`src/rtl/bus_ctrl_pkg.sv`:
```
// Shared types and status decode for the processor bus cycle controller.
package bus_ctrl_pkg;

    // Bus cycle phases; TW repeats for wait states.
    typedef enum logic [2:0] {
        IDLE = 3'd0,
        T1   = 3'd1,
        T2   = 3'd2,
        TW   = 3'd3,
        T3   = 3'd4,
        T4   = 3'd5
    } bus_state_e;

    // CPU status codes as seen on s_n.
    localparam logic [2:0] ST_INTA = 3'b000;
    localparam logic [2:0] ST_IOR  = 3'b001;
    localparam logic [2:0] ST_IOW  = 3'b010;
    localparam logic [2:0] ST_HALT = 3'b011;
    localparam logic [2:0] ST_CODE = 3'b100;
    localparam logic [2:0] ST_MEMR = 3'b101;
    localparam logic [2:0] ST_MEMW = 3'b110;
    localparam logic [2:0] ST_PASV = 3'b111;

    // Command strobe bundle, all active low.
    typedef struct packed {
        logic mrdc_n;
        logic mwtc_n;
        logic amwc_n;
        logic iorc_n;
        logic iowc_n;
        logic aiowc_n;
        logic inta_n;
    } cmd_t;

    localparam cmd_t CMD_IDLE = '{default: 1'b1};

    // Cycles that move data from the bus into the CPU.
    function automatic logic is_read(input logic [2:0] st);
        return (st == ST_INTA) || (st == ST_IOR) ||
               (st == ST_CODE) || (st == ST_MEMR);
    endfunction

    // Cycles that drive CPU data onto the bus.
    function automatic logic is_write(input logic [2:0] st);
        return (st == ST_IOW) || (st == ST_MEMW);
    endfunction

    // Status codes that request a bus cycle (halt and passive do not).
    function automatic logic is_active(input logic [2:0] st);
        return is_read(st) || is_write(st);
    endfunction

endpackage

```
`src/rtl/ready_sync.sv`:
```
// Two-flop synchronizer for the asynchronous slave ready line.
// Resets to 1 so a cycle started right after reset is not stretched.
module ready_sync (
    input  logic clk,
    input  logic rst_n,
    input  logic d,
    output logic q
);

    logic meta;

    // Shift ready through two flops into the clk domain.
    always_ff @(posedge clk or negedge rst_n) begin
        if (!rst_n) begin
            meta <= 1'b1;
            q    <= 1'b1;
        end else begin
            meta <= d;
            q    <= meta;
        end
    end

endmodule

```
`src/rtl/bus_cycle_ctrl.sv`:
```
// Processor bus cycle controller: status decode, T1-T4 sequencer with
// programmable and READY-driven wait states, ALE/DT-R/DEN and command strobes.
module bus_cycle_ctrl
    import bus_ctrl_pkg::*;
#(
    parameter int WAIT_STATES = 0,
    parameter int READY_SYNC  = 1
) (
    input  logic       clk,
    input  logic       rst_n,
    input  logic [2:0] s_n,
    input  logic       aen_n,
    input  logic       cen,
    input  logic       ready,
    output logic       mrdc_n,
    output logic       mwtc_n,
    output logic       amwc_n,
    output logic       iorc_n,
    output logic       iowc_n,
    output logic       aiowc_n,
    output logic       inta_n,
    output logic       ale,
    output logic       dtr,
    output logic       den,
    output logic       busy,
    output logic [2:0] cyc_type
);

    localparam int CW = (WAIT_STATES > 0) ? $clog2(WAIT_STATES + 1) : 1;
    localparam logic [CW-1:0] CNT_INIT = CW'(WAIT_STATES);

    bus_state_e    state, state_nxt;
    logic [CW-1:0] cnt;
    logic          armed;
    logic          rdy;
    logic          start;
    logic          in_idle;
    logic          data_phase;
    logic          wait_done;
    cmd_t          cmd;

    generate
        if (READY_SYNC != 0) begin : g_sync
            ready_sync u_ready_sync (
                .clk   (clk),
                .rst_n (rst_n),
                .d     (ready),
                .q     (rdy)
            );
        end else begin : g_nosync
            assign rdy = ready;
        end
    endgenerate

    assign in_idle    = (state == IDLE);
    // A cycle needs a passive status since the last one (armed) and an
    // enabled address bus; status is only looked at while idle.
    assign start      = in_idle && armed && is_active(s_n) && !aen_n;
    assign data_phase = (state == T2) || (state == TW) || (state == T3);
    assign wait_done  = (cnt == '0) && rdy;

    // State register.
    always_ff @(posedge clk or negedge rst_n) begin
        if (!rst_n) state <= IDLE;
        else        state <= state_nxt;
    end

    // Next-state logic: forced waits first, then hold in TW until ready.
    always_comb begin
        state_nxt = state;
        case (state)
            IDLE:    if (start) state_nxt = T1;
            T1:      state_nxt = T2;
            T2, TW:  state_nxt = wait_done ? T3 : TW;
            T3:      state_nxt = T4;
            T4:      state_nxt = IDLE;
            default: state_nxt = IDLE;
        endcase
    end

    // Arming: passive status re-arms; any active status seen while idle is
    // consumed, whether or not it launched a cycle, so it is never retried.
    always_ff @(posedge clk or negedge rst_n) begin
        if (!rst_n)                         armed <= 1'b0;
        else if (s_n == ST_PASV)            armed <= 1'b1;
        else if (in_idle && is_active(s_n)) armed <= 1'b0;
    end

    // Latch the status of the cycle being run; held until the next start.
    always_ff @(posedge clk or negedge rst_n) begin
        if (!rst_n)     cyc_type <= ST_PASV;
        else if (start) cyc_type <= s_n;
    end

    // Wait counter: loaded in T1, counts down the minimum wait states.
    always_ff @(posedge clk or negedge rst_n) begin
        if (!rst_n) begin
            cnt <= '0;
        end else if (state == T1) begin
            cnt <= CNT_INIT;
        end else if (((state == T2) || (state == TW)) && (cnt != '0)) begin
            cnt <= cnt - CW'(1);
        end
    end

    // Output decode from registered state and cycle type; cen gates everything
    // except busy/cyc_type so the buffers can be tri-stated mid-cycle.
    always_comb begin
        cmd = CMD_IDLE;
        ale = 1'b0;
        dtr = 1'b1;
        den = 1'b0;
        if (cen) begin
            ale = (state == T1);
            if (!in_idle && is_read(cyc_type)) dtr = 1'b0;
            if (is_read(cyc_type))       den = data_phase;
            else if (is_write(cyc_type)) den = data_phase || (state == T1);
            if (data_phase) begin
                case (cyc_type)
                    ST_CODE, ST_MEMR: cmd.mrdc_n  = 1'b0;
                    ST_IOR:           cmd.iorc_n  = 1'b0;
                    ST_INTA:          cmd.inta_n  = 1'b0;
                    ST_MEMW:          cmd.amwc_n  = 1'b0;
                    ST_IOW:           cmd.aiowc_n = 1'b0;
                    default:          ;
                endcase
            end
            // Normal write strobes are late: T3 only, data is stable by then.
            if (state == T3) begin
                if (cyc_type == ST_MEMW) cmd.mwtc_n = 1'b0;
                if (cyc_type == ST_IOW)  cmd.iowc_n = 1'b0;
            end
        end
    end

    assign mrdc_n  = cmd.mrdc_n;
    assign mwtc_n  = cmd.mwtc_n;
    assign amwc_n  = cmd.amwc_n;
    assign iorc_n  = cmd.iorc_n;
    assign iowc_n  = cmd.iowc_n;
    assign aiowc_n = cmd.aiowc_n;
    assign inta_n  = cmd.inta_n;
    assign busy    = !in_idle;

endmodule

```
`config.mk`:
```
export PLATFORM = sky130hd
export DESIGN_NAME = bus_cycle_ctrl
export DESIGN_NICKNAME = d
export VERILOG_FILES = /design/src/rtl/bus_ctrl_pkg.sv /design/src/rtl/ready_sync.sv /design/src/rtl/bus_cycle_ctrl.sv
export SDC_FILE = /design/constraint.sdc
export NUM_CORES = 1
export LEC_CHECK = 0
export BUFFER_PORTS_ARGS = -buffer_cell sky130_fd_sc_hd__buf_2
export CORE_AREA = 5 5 42 44
export DETAILED_ROUTE_END_ITERATION = 6
export DIE_AREA = 0 0 47 49
export GPL_TIMING_DRIVEN = 1
export HOLD_SLACK_MARGIN = 0.15
export PLACE_DENSITY = 0.69
export SYNTH_ARGS = -nofsm -noshare
export SYNTH_HDL_FRONTEND = slang
export SYNTH_SLANG_ARGS = --single-unit
export TNS_END_PERCENT = 50
```
`constraint.sdc`:
```
create_clock -name clk -period 1.88 [get_ports clk]
set_clock_uncertainty 0.1 [all_clocks]
set_input_delay 0 -clock clk [delete_from_list [all_inputs] [get_ports clk]]
set_output_delay 0 -clock clk [all_outputs]
set_load 0.01 [all_outputs]
```
==> key figures <==
Status
  – Outcome: finished, final reports clean

Yosys
  – Post-Syn Area per Cell: ~10 um2
  – Mapped Area: 541 um2
  – Area share of the largest cell type after synthesis: 24.3%
  – Register area share after synthesis: between 40% and 50%
  – Seq cells post-synth: 10
  – Cell taking the most area after synthesis: dfstp_2
  – Ys Warns: 0
  – Post-Synthesis Cells: 55
  – Netlist cell types: 25
  – Syn_nets: 63
  – Area contributors post-synth: dfstp_2, dfrtp_1, nand2_1, nand3_1, buf_6

Setup path
  – CP Buf/Inv Count: 1
  – Setup CP Type: flop to output pin
  – CP Data Required Time: 1.78 ns
  – Worst path max stage delay: 0.49 ns
  – Delay-heaviest family, CP: simple AND/OR/NAND/NOR gates
  – CP cell instances: or3b_4 > or3b_1 > buf_2
  – Reg2reg setup slack: 0.34 ns
  – CP Max Fanout: 9
  – Worst setup SP type: flop
  – Worst path slowest cell: dfrtp_1
  – Worst setup EP type: output pin
  – CP arrival: around 1.7 ns

Clock network
  – CTS buffer count: 3
  – Clk slew on worst S/H paths: 0.07 ns
  – Latest clock arrival within the worst-skew pair: between 0.2 and 0.3 ns
  – Post-CTS setup buffer count: 0
  – H-tree Lvls: 1
  – CTS tree: built
  – Maximum root-to-sink buffer count: 2
  – # clock sinks: 10
  – Root Driver: clkbuf_4

Power
  – Leak: ~0.00033 uW
  – Peak supply drop: 0.651 mV
  – PwrDens: about 1400 nW/um2
  – Tot Pwr: 1060 uW

Final layout
  – Share of post-route cells with drive strength above 1: between 40% and 50%
  – Commonest non-fill, non-tap cell in the layout: buf_2
  – Number of fill cells: 129
  – Area added between synthesis and finish: 39.6%
  – Fin nets: 94
  – Commonest cells after routing, fill and taps aside: buf_2, nand2_1, dlygate4sd3_1, nand3_1, dfstp_2
  – N_diodes: 0

GRT
  – Largest net degree at the start of global routing: 11
  – Tot GR Track Use: 13.3%
  – Initial antenna violation count: 0
  – First-pass GRT wire length: 2.23 mm
  – Total gr overflow: 0
  – Via count of the first global-routing pass: 468

Place
  – Placer Congestion: 0.738
  – PortBufs: 21
  – Post-DP HPWL: 901 um

Flow run
  – Max Cap Viol: 0

Worst hold path
  – Worst hold path type: input pin to async pin

Drt
  – Drc violations: 0
  – Final ANT Viol Nets: 0
  – Vias post-DR: 512
  – Routed wire length: 1.33 mm
  – Number of DRC markers in iteration 0: 8
  – Routed len/inst: ~13 um
  – Via density: 5.07
  – Drt pass-1 iters: 4

Timing
  – Least-Margin Pin Slew: 0.325 ns
  – Setup violators final: 0
  – Tcrit/Tclk final: 96.2%
  – Minimum clock period: 1.81 ns
  – Final Max Tran Viols: 0
  – Hold Fails Final Rpt: 0
  – Max transition margin: 78.3%
  – Total negative slack: 0 ns
  – Highest clock rate: 553 MHz
  – RSZ-0062 raised after global routing: no

Floorplanning
  – IO Count: 22
  – Core box area: 1400 um2
  – Row count: 14
  – Die extent in y: 49 um
  – Die Wd: 47 um
  – Die area: 2300 um2
  – Initial core utilization: 38.6%
## area by class of cell
| class | count | area [um2] | area share [%] |
|---|---|---|---|
| sequential | 10 | 258 | 34.2 |
| multi-input combinational | 41 | 258 | 34.2 |
| timing repair buffer | 28 | 175 | 23.2 |
| clock buffer | 4 | 36.3 | 4.81 |
| tap | 16 | 20.0 | 2.65 |
| inverter | 2 | 7.51 | 0.995 |
## logic make-up after synthesis
kind of cell / count (synthesis) / share of synthesized area (%)
AND/OR/NAND/NOR: 28 / 30.6
AO/OA/AOI/OAI: 12 / 14.4
flip-flops: 10 / 47.5
buffers and inverters: 4 / 5.56
multiplexers: 1 / 2.08
## stage by stage
step,area (um2),util [%],instances,setup WS [ns],hold slack (ns)
2_1_floorplan,541,-,55,0.492,-0.396
3_3_place_gp,643,45.9,90,0.369,-0.232
3_5_place_dp,643,45.9,90,0.331,-0.229
4_1_cts,749,53.5,101,0.0314,0.183
5_1_grt,754,53.8,101,0.00622,0.224
6_report,754,53.8,101,0.0717,0.186
## report_power, final
part	total, uW	switching (uW)	internal, uW
clock	193	75.7	117
sequential	444	129	315
combinational	427	226	201
total	1060	431	633
## registers in the layout, summed over array words and instances (netlist names)
register,count
g_sync.u_ready_sync.meta,1
g_sync.u_ready_sync.q,1
state,3
armed,1
cyc_type,3
cnt,1
## worst paths after layout
check,start,depth (start not counted),to
min in group clk,cen,4,ale
max in group asynchronous,rst_n,3,state[2]$_DFFE_PN0P_
setup reg to reg,state[1]$_DFFE_PN0P_,4,cyc_type[1]$_DFFE_PN1P_
setup / recovery,state[1]$_DFFE_PN0P_,3,iowc_n
hold reg to reg,g_sync.u_ready_sync.meta$_DFF_PN1_,0,g_sync.u_ready_sync.q$_DFF_PN1_
hold / removal,rst_n,2,cyc_type[0]$_DFFE_PN1P_
## Yosys cell counts (all sizes together)
cell type	instances
a211oi	2
a21oi	3
a31oi	2
and3b	1
buf	2
dfrtp	5
dfstp	5
inv	2
mux2	1
nand2	7
nand2b	2
nand3	5
nand3b	1
nand4	1
nor2	3
nor2b	3
nor3	2
nor3b	1
o21a	1
o21ai	2
o22a	1
o32ai	1
or3b	2
## layer usage
layer  vias up  global-route usage [%]  part of all wire (%)  wire [um]
li1        259                       -                     -          -
met1       234                    18.6                    41        547
met2        17                    18.8                    49        656
met3         2                    4.80                   8.7        115
met4         0                    4.15                  0.60          8
met5         -                       0                     0          0
## what timing repair did
item	4_1_cts	5_1_grt
setup endpoints to repair	0	4
endpoints found under the hold margin	16	0
hold buffers	7	0
resized for setup	0	2
No activity file was read; power rests on OpenSTA's default activity.
